File: config.mk
export PLATFORM = sky130hd
export DESIGN_NAME = seq_linear_mac
export DESIGN_NICKNAME = d
export VERILOG_FILES = /design/src/rtl/nn_pkg.sv /design/src/rtl/seq_linear_requant.sv /design/src/rtl/seq_linear_mac.sv
export SDC_FILE = /design/constraint.sdc
export NUM_CORES = 1
export LEC_CHECK = 0
export BUFFER_PORTS_ARGS = -buffer_cell sky130_fd_sc_hd__buf_4
export CORE_UTILIZATION = 60
export CTS_CLUSTER_SIZE = 14
export DETAILED_ROUTE_END_ITERATION = 8
export PLACE_DENSITY = 0.88
export SYNTH_ARGS = -nofsm -noshare
export SYNTH_HDL_FRONTEND = slang
export SYNTH_SLANG_ARGS = --single-unit
File: constraint.sdc
create_clock -name clk -period 9.6 [get_ports clk]
set_input_delay 0.96 -clock clk [delete_from_list [all_inputs] [get_ports clk]]
set_output_delay 0.96 -clock clk [all_outputs]
set_load 0.01 [all_outputs]
File: src/rtl/nn_pkg.sv
// Shared types and constants for the quantised NN pipeline layers.
package nn_pkg;

   // Default datapath widths, shared with the ROM generator
   localparam int unsigned NN_DW    = 8;
   localparam int unsigned NN_ACC_W = 20;

   // Sequencer states of the time-multiplexed linear layer
   typedef enum logic [1:0] {
      IDLE = 2'd0,
      MAC  = 2'd1,
      WB   = 2'd2,
      DONE = 2'd3
   } lin_state_e;

   // Index width that stays at least one bit wide for tiny sizes
   function automatic int unsigned idx_w(input int unsigned n);
      return (n <= 1) ? 1 : $clog2(n);
   endfunction

endpackage

File: src/rtl/seq_linear_requant.sv
// Requantiser: round half up, arithmetic shift, signed saturation.
// Build macro SEQ_LINEAR_RELU_EN fuses a ReLU (negative results become 0).
module seq_linear_requant #(
   parameter int unsigned ACC_W = 20,
   parameter int unsigned DW    = 8,
   parameter int unsigned SHIFT = 7
) (
   input  logic signed [ACC_W-1:0] acc,
   output logic signed [DW-1:0]    res_c
);

   // One guard bit so the rounding offset can never wrap
   localparam int unsigned EW = ACC_W + 1;
   localparam logic signed [EW-1:0] MAX_V = {{(EW-DW+1){1'b0}}, {(DW-1){1'b1}}};
   localparam logic signed [EW-1:0] MIN_V = {{(EW-DW+1){1'b1}}, {(DW-1){1'b0}}};

   logic signed [EW-1:0] ext_c;
   logic signed [EW-1:0] shf_c;
   logic signed [DW-1:0] sat_c;

   assign ext_c = {acc[ACC_W-1], acc};

   // Round half up then shift; a zero shift passes the accumulator through
   if (SHIFT > 0) begin : g_round
      localparam logic signed [EW-1:0] HALF = EW'(1) << (SHIFT - 1);
      assign shf_c = (ext_c + HALF) >>> SHIFT;
   end else begin : g_pass
      assign shf_c = ext_c;
   end

   // Clamp to the signed DW-bit range
   always_comb begin
      if (shf_c > MAX_V) begin
         sat_c = MAX_V[DW-1:0];
      end else if (shf_c < MIN_V) begin
         sat_c = MIN_V[DW-1:0];
      end else begin
         sat_c = shf_c[DW-1:0];
      end
   end

   // Optional fused ReLU on the saturated value
   always_comb begin
      res_c = sat_c;
`ifdef SEQ_LINEAR_RELU_EN
      if (sat_c[DW-1]) begin
         res_c = '0;
      end
`else
`endif
   end

endmodule

File: src/rtl/seq_linear_mac.sv
// Time-multiplexed fully-connected layer: one signed MAC sequenced over all
// N_OUT*N_IN weight pairs, bias from an external ROM, requantised outputs.
// Build macro SEQ_LINEAR_RELU_EN enables a fused ReLU in the requantiser.
module seq_linear_mac
   import nn_pkg::*;
#(
   parameter int unsigned N_IN  = 4,
   parameter int unsigned N_OUT = 4,
   parameter int unsigned DW    = NN_DW,
   parameter int unsigned ACC_W = NN_ACC_W,
   parameter int unsigned SHIFT = 7
) (
   input  logic                              clk,
   input  logic                              rst_n,
   input  logic                              start,
   output logic                              busy,
   output logic                              done,
   input  logic [N_IN*DW-1:0]                in_vec,
   output logic [N_OUT*DW-1:0]               out_vec,
   output logic [idx_w(N_IN*N_OUT)-1:0]      w_addr,
   input  logic signed [DW-1:0]              w_data,
   output logic [idx_w(N_OUT)-1:0]           b_addr,
   input  logic signed [ACC_W-1:0]           b_data
);

   localparam int unsigned I_W  = idx_w(N_IN);
   localparam int unsigned J_W  = idx_w(N_OUT);
   localparam int unsigned WA_W = idx_w(N_IN * N_OUT);
   localparam int unsigned PW   = 2 * DW;

   // Elaboration-time parameter sanity
   if (ACC_W < 2 * DW + $clog2(N_IN) + 1) begin : g_chk_acc_w
      $error("seq_linear_mac: ACC_W too narrow for N_IN and DW");
   end
   if (SHIFT >= ACC_W) begin : g_chk_shift
      $error("seq_linear_mac: SHIFT must be below ACC_W");
   end

   lin_state_e state_q, state_d;

   logic signed [DW-1:0]    x_q [N_IN];
   logic signed [DW-1:0]    res_q [N_OUT];
   logic [I_W-1:0]          i_q;
   logic [J_W-1:0]          j_q;
   logic signed [ACC_W-1:0] acc_q;
   logic signed [PW-1:0]    prod_c;
   logic signed [ACC_W-1:0] prod_ext_c;
   logic signed [DW-1:0]    q_c;
   logic                    last_i_c;
   logic                    last_j_c;

   assign last_i_c   = (i_q == I_W'(N_IN - 1));
   assign last_j_c   = (j_q == J_W'(N_OUT - 1));
   assign prod_c     = x_q[i_q] * w_data;
   assign prod_ext_c = {{(ACC_W-PW){prod_c[PW-1]}}, prod_c};
   assign b_addr     = j_q;

   seq_linear_requant #(
      .ACC_W (ACC_W),
      .DW    (DW),
      .SHIFT (SHIFT)
   ) u_requant (
      .acc   (acc_q),
      .res_c (q_c)
   );

   // State register
   always_ff @(posedge clk or negedge rst_n) begin
      if (!rst_n) begin
         state_q <= IDLE;
      end else begin
         state_q <= state_d;
      end
   end

   // Next-state logic
   always_comb begin
      state_d = state_q;
      case (state_q)
         IDLE:    if (start) state_d = MAC;
         MAC:     if (last_i_c) state_d = WB;
         WB:      state_d = last_j_c ? DONE : MAC;
         DONE:    state_d = IDLE;
         default: state_d = IDLE;
      endcase
   end

   // Registered handshake outputs, derived from the upcoming state
   always_ff @(posedge clk or negedge rst_n) begin
      if (!rst_n) begin
         busy <= 1'b0;
         done <= 1'b0;
      end else begin
         busy <= (state_d == MAC) || (state_d == WB);
         done <= (state_d == DONE);
      end
   end

   // Datapath: operand latch, MAC accumulation, lane write-back, publish
   always_ff @(posedge clk or negedge rst_n) begin
      if (!rst_n) begin
         for (int k = 0; k < int'(N_IN); k++) x_q[k] <= '0;
         for (int k = 0; k < int'(N_OUT); k++) res_q[k] <= '0;
         i_q     <= '0;
         j_q     <= '0;
         acc_q   <= '0;
         w_addr  <= '0;
         out_vec <= '0;
      end else begin
         case (state_q)
            IDLE: begin
               if (start) begin
                  for (int k = 0; k < int'(N_IN); k++) x_q[k] <= in_vec[k*DW +: DW];
                  i_q    <= '0;
                  j_q    <= '0;
                  w_addr <= '0;
               end
            end
            MAC: begin
               acc_q <= (i_q == '0) ? (b_data + prod_ext_c) : (acc_q + prod_ext_c);
               i_q   <= last_i_c ? '0 : i_q + I_W'(1);
               if (!last_i_c) w_addr <= w_addr + WA_W'(1);
            end
            WB: begin
               res_q[j_q] <= q_c;
               if (!last_j_c) begin
                  j_q    <= j_q + J_W'(1);
                  w_addr <= w_addr + WA_W'(1);
               end else begin
                  // All lanes become visible together on entry to DONE
                  for (int k = 0; k < int'(N_OUT); k++) begin
                     out_vec[k*DW +: DW] <= (J_W'(k) == j_q) ? q_c : res_q[k];
                  end
               end
            end
            default: ;
         endcase
      end
   end

endmodule

==> impl_results.md, run 1 <==
- Number of storage elements in the synthesis netlist: 120
- Category of the critical setup timing path: reg2reg
- Via count: around 7000
- Count of cells resized by post-cts repair: 0
- Routed length on met3: between 1000 and 1500 µm
- Least-Margin Pin Slew: 0.8894 ns
- Fraction of registers with async set/reset: 100.0%
- Buffers inserted during post-CTS setup optimization: 0
- Global-route usage over all layers: 28.71%
- Total routed wirelength: about 21000 µm
- Per-cell routed wire length: ~18 µm
- Count of flip-flops with a built-in enable after synthesis: 0
- Area growth, synth to finish: 16.97%
- Vias in the first global route: ~7300
- Count of pins on the block boundary: slightly above 100
- Setup repair after global routing missed its margin: no
- Wire length of the first global-routing pass: ~35000 µm
- Via density per instance: just under 6
- Die Y: approximately 130 µm
- Clock period minus final worst setup slack: 7.363 ns
- Drt pass-1 iters: 7
- Number of antenna-violating nets in the routed design: 0
- Finish-stage setup viols: 0
- Clock root cell: sky130_fd_sc_hd__clkbuf_16
- Crit path DAT: just under 8 ns
- Met2 routed WL: between 10000 and 15000 µm
- Status: completed
- Area share of the leading cell type in the synthesized netlist: between 30 and 40%
- Std-Cell Rows: 44
- Nets in the synthesized netlist: between 1000 and 1500
- Startpoint type of the worst setup path: register
- Endpoint required time on the critical path: 9.97 ns
- Final Net Count: between 1000 and 1500
- Number of buffer cells added on primary ports: around 100
- Clock tree from TritonCTS: built
- Violation count after the first detailed-routing iteration: around 510
- Setup total negative slack: 0 ns
- Headroom to the max-slew limit: approximately 41%
- Number of warnings issued by yosys: 0
- Antenna violations before repair: 1
- Starting density of the core: roughly 62%
- DIE AREA: between 15000 and 20000 µm²
- Fin Clk Skew: 0.01617 ns
- Count of final max-slew check failures: 0
- Endpoints failing hold: 0
- Share of cells above drive strength 1: between 20% and 30%
- TritonCTS buffer count: 17
- Largest net degree at the start of global routing: slightly above 70
- Gp weighted congestion: about 0.88
- CTS H-tree depth: 4
- DRC violation count after routing: 0
- Clock network latency to the later pin of the worst-skew pair: 0.43 ns
- Clock tree sinks: between 100 and 150
- Max Clk Rate: roughly 140 MHz
- Post-detail-place hpwl: 15180 µm
- Hold bufs inserted after CTS: 0
- Netlist Area Pre-Place: 9135 µm²
- Top FF cell, synth: sky130_fd_sc_hd__dfrtp_1
- Fraction of the yosys area taken by sequential cells: ~33%
- Area of the core region: 14700 µm²
- Yosys top cell by area: sky130_fd_sc_hd__dfrtp_1
- Max-capacitance violation count: 0
- Overflow left after global routing: 0
- Post-CTS clock slew at the launch and capture registers of the worst setup and hold paths: approximately 0.06 ns
- Final Cycle Share: 76.70%
- Unique cell type count in the Yosys netlist: 60
- Bufs on Longest Clock Path: 2
- DRT met1 WL: 8687 µm
- Worst hold-check path type: reg2reg
- Topmost layer with routed signal wires: met4
- Die Span X: roughly 130 µm
- Critical-path maximum fanout: 12
- Kind of end point of the critical path: register
- Number of standard cells after synthesis: approximately 900
- Mean post-synth cell area: between 10 and 15 µm²
- Cells taking the most area after synthesis: sky130_fd_sc_hd__dfrtp_1 (33%), sky130_fd_sc_hd__fa_1 (12%), sky130_fd_sc_hd__mux2_2 (8.4%)
cell usage after synthesis (6+ instances only):
cell,n
sky130_fd_sc_hd__a211oi_1,20
sky130_fd_sc_hd__a21o_1,27
sky130_fd_sc_hd__a21oi_1,26
sky130_fd_sc_hd__a21oi_4,6
sky130_fd_sc_hd__and2_1,47
sky130_fd_sc_hd__buf_1,6
sky130_fd_sc_hd__clkbuf_1,21
sky130_fd_sc_hd__dfrtp_1,120
sky130_fd_sc_hd__fa_1,56
sky130_fd_sc_hd__ha_1,61
sky130_fd_sc_hd__inv_1,108
sky130_fd_sc_hd__mux2_2,68
sky130_fd_sc_hd__mux2i_1,9
sky130_fd_sc_hd__mux4_2,8
sky130_fd_sc_hd__nand2_1,82
sky130_fd_sc_hd__nand2b_1,6
sky130_fd_sc_hd__nand3_1,8
sky130_fd_sc_hd__nor2_1,36
sky130_fd_sc_hd__nor2b_1,7
sky130_fd_sc_hd__o21a_1,7
sky130_fd_sc_hd__o21ai_0,43
sky130_fd_sc_hd__o21ai_1,8
sky130_fd_sc_hd__o21bai_1,6
sky130_fd_sc_hd__xnor2_1,33
sky130_fd_sc_hd__xor2_1,8
layout by cell type, fill, tap and decap left out, drive strengths merged, types with 7 or more instances in the layout:
cell and count:
nor2b 7, nand2 82, nand3 9, o21ai 51, fa 56, o21a 8, dfrtp 120, mux2i 9
xnor2 33, inv 110, a21o 27, and2 47, a21oi 32, clkbuf 22, mux2 69, xor2 8
a211oi 20, nor2 37, ha 61, mux4 8, buf 107
cell families after synthesis:
kind of cell,count (synthesis),synth area share [%]
AO/OA/AOI/OAI,176,13.79
adder cells (fa/ha/maj),117,20.63
AND/OR/NAND/NOR,211,11.22
flip-flops,120,32.87
multiplexers,86,11.51
buffers and inverters,135,5.547
XOR/XNOR,43,4.438
flip-flops by register name (all words and copies together) (netlist names):
signal and cells:
out_vec 32, x_q 32, res_q 24, acc_q 20
w_addr 4, b_addr 2, i_q 2, state_q 2
busy 1, done 1
worst max-delay path: stages (launching register included):
cell	delay, ns
sky130_fd_sc_hd__dfrtp_1	0.72
sky130_fd_sc_hd__mux4_2	0.68
sky130_fd_sc_hd__and2_1	0.25
sky130_fd_sc_hd__fa_1	0.65
sky130_fd_sc_hd__inv_1	0.18
sky130_fd_sc_hd__fa_1	0.60
sky130_fd_sc_hd__fa_1	0.45
sky130_fd_sc_hd__fa_1	0.56
sky130_fd_sc_hd__inv_1	0.05
sky130_fd_sc_hd__ha_1	0.35
sky130_fd_sc_hd__a21o_1	0.19
sky130_fd_sc_hd__a41oi_2	0.20
sky130_fd_sc_hd__o21ai_1	0.16
sky130_fd_sc_hd__xnor2_1	0.36
sky130_fd_sc_hd__inv_1	0.23
sky130_fd_sc_hd__ha_1	0.43
sky130_fd_sc_hd__a21oi_1	0.40
sky130_fd_sc_hd__nor2_1	0.10
sky130_fd_sc_hd__a21oi_1	0.13
sky130_fd_sc_hd__nand4_1	0.13
sky130_fd_sc_hd__a41o_1	0.24
sky130_fd_sc_hd__o21ai_1	0.13
sky130_fd_sc_hd__a22o_1	0.13
final timing paths:
kind	slack (ns)	endpoint	startpoint	depth (start not counted)
setup reg to reg	2.24	acc_q[19]$_DFFE_PN0P_	i_q[0]$_DFFE_PN0P_	22
hold reg to reg	0.48	res_q[20]$_DFFE_PN0P_	res_q[20]$_DFFE_PN0P_	2
max in group asynchronous	7.71	x_q[8]$_DFFE_PN0P_	rst_n	2
hold / removal	0.48	res_q[20]$_DFFE_PN0P_	res_q[20]$_DFFE_PN0P_	2
setup / recovery	2.24	acc_q[19]$_DFFE_PN0P_	i_q[0]$_DFFE_PN0P_	22
min in group asynchronous	0.55	acc_q[5]$_DFFE_PN0P_	rst_n	1
cell type report:
class / instances / area, µm²
diodes: 1 / 2.502
clock buffers: 22 / 474.2
clock inverters: 10 / 141.4
fillers: 980 / 4014
inverters: 108 / 405.4
multi-input cells: 633 / 5625
flip-flops and latches: 120 / 3003
well taps: 184 / 230.2
repair buffers: 107 / 803.3
per-stage QoR:
step	setup slack (ns)	util, %	cells	hold WS (ns)	cell area (µm²)
2_1_floorplan	2.577	-	888	0.4460	9135
3_3_place_gp	2.472	68.49	1152	0.4626	10070
3_5_place_dp	2.284	68.49	1152	0.4670	10070
4_1_cts	2.261	72.68	1184	0.4795	10680
5_1_grt	1.789	72.69	1185	0.4890	10690
6_report	2.237	72.69	1185	0.4783	10690
routing by layer:
| layer | vias up | track usage (%) |
|---|---|---|
| met4 | 0 | 12.70 |
| met1 | 3441 | 35.86 |
| met2 | 256 | 48.83 |
| met5 | - | 0 |
| li1 | 3210 | - |
| met3 | 48 | 5.392 |
Power of run 1 is not shown: default switching activity piles up to over one toggle a cycle in this logic, so the estimate is an artifact.
==> inputs of run 2 (changes only) <==
Clock period 9.6 ns to 7.3 ns, I/O delays scaled along.
==> run 2 against run 1 <==
Net effect: first-iteration DRC count decreased by 17%; utilization grew 0.094 points; routed wire length shrank 3.0%; cell area up 0.13%; highest routed layer unchanged; via count shrank 0.55%; maximum frequency increased by 6.2%; clock-buffer cell count shrank 5.
==> impl_results.md, run 2 (synthesis gave the netlist of run 1 again) <==
- Met2 routed WL: 9882 µm (-6.1%)
- Category of the critical setup timing path: reg2reg
- Registers with the most flip-flops: out_vec: 32 flops, x_q: 32 flops, res_q: 24 flops
- Most frequent cells in the layout: sky130_fd_sc_hd__dfrtp_1 (120), sky130_fd_sc_hd__buf_4 (112), sky130_fd_sc_hd__inv_1 (108), sky130_fd_sc_hd__nand2_1 (82), sky130_fd_sc_hd__mux2_2 (68)
- Die Y: 125.4 µm (unchanged)
- Largest net degree at the start of global routing: 71 (unchanged)
- Clock network latency to the later pin of the worst-skew pair: 0.44 ns (about the same)
- CTS H-tree depth: 4 (unchanged)
- Area of the core region: 14700 µm² (unchanged)
- TritonCTS buffer count: 17 (unchanged)
- Antenna diode count: 0 (-1)
- Area growth, synth to finish: 17.12%
- Clock tree from TritonCTS: built
- Overflow left after global routing: 0 (unchanged)
- Setup total negative slack: 0 ns (unchanged)
- Clock period minus final worst setup slack: 6.936 ns (-0.4274 ns)
- Count of final max-slew check failures: 0 (unchanged)
- Clock root cell: sky130_fd_sc_hd__clkbuf_16
- Least-Margin Pin Slew: 0.8749 ns (-0.01448 ns)
- Starting density of the core: 62.15% (unchanged)
- Crit path DAT: 7.26 ns (-0.47 ns)
- Routed length on met3: 1178 µm (+7.7%)
- Post-CTS clock slew at the launch and capture registers of the worst setup and hold paths: 0.06 ns (about the same)
- Endpoints failing hold: 0 (unchanged)
- Worst slack after detailed placement: 0.2188 ns (-2.065 ns)
- Share of cells above drive strength 1: 24.75% (+1.4 points)
- Global-route usage over all layers: 27.88% (-0.83 points)
- DIE AREA: 15720 µm² (unchanged)
- Startpoint type of the worst setup path: register
- Violation count after the first detailed-routing iteration: 421 (-17%)
- Final Cycle Share: 95.01% (+18 points)
- Critical-path maximum fanout: 12 (unchanged)
- DRT met1 WL: 8644 µm (-0.49%)
- Status: completed
- Bufs on Longest Clock Path: 2 (unchanged)
- Final Net Count: 1173 (+0.51%)
- Drt pass-1 iters: 7 (unchanged)
- Via count: 6917 (-0.55%)
- Total routed wirelength: 20270 µm (-3.0%)
- Most common cell on crit path: sky130_fd_sc_hd__inv_1
- Min setup slack post-route: 0.3640 ns (-1.873 ns)
- Largest stage delay on the critical path: 0.57 ns (-0.15 ns)
- Finish-stage setup viols: 0 (unchanged)
- Gp weighted congestion: 0.8847 (+0.16%)
- Count of pins on the block boundary: 103 (unchanged)
- Number of buffer cells added on primary ports: 102 (unchanged)
- Vias in the first global route: 7202 (-1.2%)
- Max Clk Rate: 144.2 MHz (+6.2%)
- Max-capacitance violation count: 0 (unchanged)
- Filler cell count in the final layout: 991 (+1.1%)
- Endpoint required time on the critical path: 7.62 ns (-2.35 ns)
- Via density per instance: 5.813 (-0.96%)
- Wire length of the first global-routing pass: 34490 µm (-1.9%)
- Hold bufs inserted after CTS: 0 (unchanged)
- Setup repair after global routing missed its margin: no
- Die Span X: 125.4 µm (unchanged)
- Clock tree sinks: 120 (unchanged)
- Topmost layer with routed signal wires: met4
- Sequential Area: 3003 µm² (unchanged)
- Endpoint of the worst register-to-register path: acc_q[17]$_DFFE_PN0P_
- Std-Cell Rows: 44 (unchanged)
- DRC violation count after routing: 0 (unchanged)
- Area of combinational cells with multiple inputs: 5653 µm² (+0.49%)
- CP max stage cell: sky130_fd_sc_hd__mux4_2
- Worst Reg2Reg Path Length in Cells: 30 (+36%)
- Slack of the worst reg-to-reg path: 0.36 ns (-1.87 ns)
- Headroom to the max-slew limit: 41.67% (+0.96 points)
- Fin Clk Skew: 0.01500 ns (-0.001162 ns)
- Source of the worst register-to-register timing path: i_q[0]$_DFFE_PN0P_
- Antenna violations before repair: 0 (-1)
- Most common cell after layout, fill and taps aside: sky130_fd_sc_hd__dfrtp_1
- Worst hold-check path type: in2async
- Per-cell routed wire length: 17.03 µm (-3.4%)
- Number of antenna-violating nets in the routed design: 0 (unchanged)
- Post-detail-place hpwl: 14800 µm (-2.5%)
- Kind of end point of the critical path: register
[run 2: changes by cell type in the layout (fill, tap and decap cells not counted), sizes merged]
cell	change
buf	+6
bufinv	-3
clkbuf	-5
clkinv	-2
clkinvlp	+3
diode	-1
inv	+7
[run 2: area by class of cell]
type	count	area share, %
clock inverters	15	1.216
multi-input cells	633	52.84
well taps	184	2.152
inverters	108	3.789
clock buffers	17	3.976
flip-flops and latches	120	28.07
repair buffers	113	7.964
[run 2: repair_timing]
action,in CTS,in global routing
resized for setup,0,8
setup endpoints to repair,0,2
setup buffers,0,4
[run 2: metrics by stage]
| stage | utilization, % | std cells | area, µm² | hold WS (ns) |
|---|---|---|---|---|
| after global routing | 72.79 | 1190 | 10700 | 0.3729 |
| after CTS | 72.37 | 1186 | 10640 | 0.3442 |
| after global placement | 68.59 | 1154 | 10080 | 0.4629 |
| after detailed placement | 68.59 | 1154 | 10080 | 0.4669 |
| final | 72.79 | 1190 | 10700 | 0.3227 |
| after floorplan | - | 888 | 9135 | 0.4344 |
[run 2: critical path: cells and delay by family, from the launching register on]
kind	cells	cell delay [ns]
flops	1	0.36
simple gates	4	0.73
compound gates	8	1.06
xor+xnor	2	0.27
fa+ha+maj	6	2.64
buf+inv	7	0.69
mux	3	1.07
[run 2: how the worst max path moves through the flow]
| stage | from | to | cells after the start |
|---|---|---|---|
| after floorplan | i_q[0]$_DFFE_PN0P_ | acc_q[19]$_DFFE_PN0P_ | 29 |
| after global placement | i_q[0]$_DFFE_PN0P_ | acc_q[19]$_DFFE_PN0P_ | 29 |
| after detailed placement | i_q[0]$_DFFE_PN0P_ | acc_q[19]$_DFFE_PN0P_ | 28 |
| after CTS | i_q[0]$_DFFE_PN0P_ | acc_q[17]$_DFFE_PN0P_ | 28 |
| after global routing | i_q[0]$_DFFE_PN0P_ | acc_q[19]$_DFFE_PN0P_ | 27 |
| final | i_q[0]$_DFFE_PN0P_ | acc_q[17]$_DFFE_PN0P_ | 30 |
[run 2: per-layer routing]
metal | vias to the layer above | global-route usage (%)
met5 | - | 0
met4 | 0 | 10.90
met3 | 45 | 6.547
met2 | 218 | 46.57
met1 | 3429 | 35.22
li1 | 3225 | -
Power of run 2 is left out for the same reason.
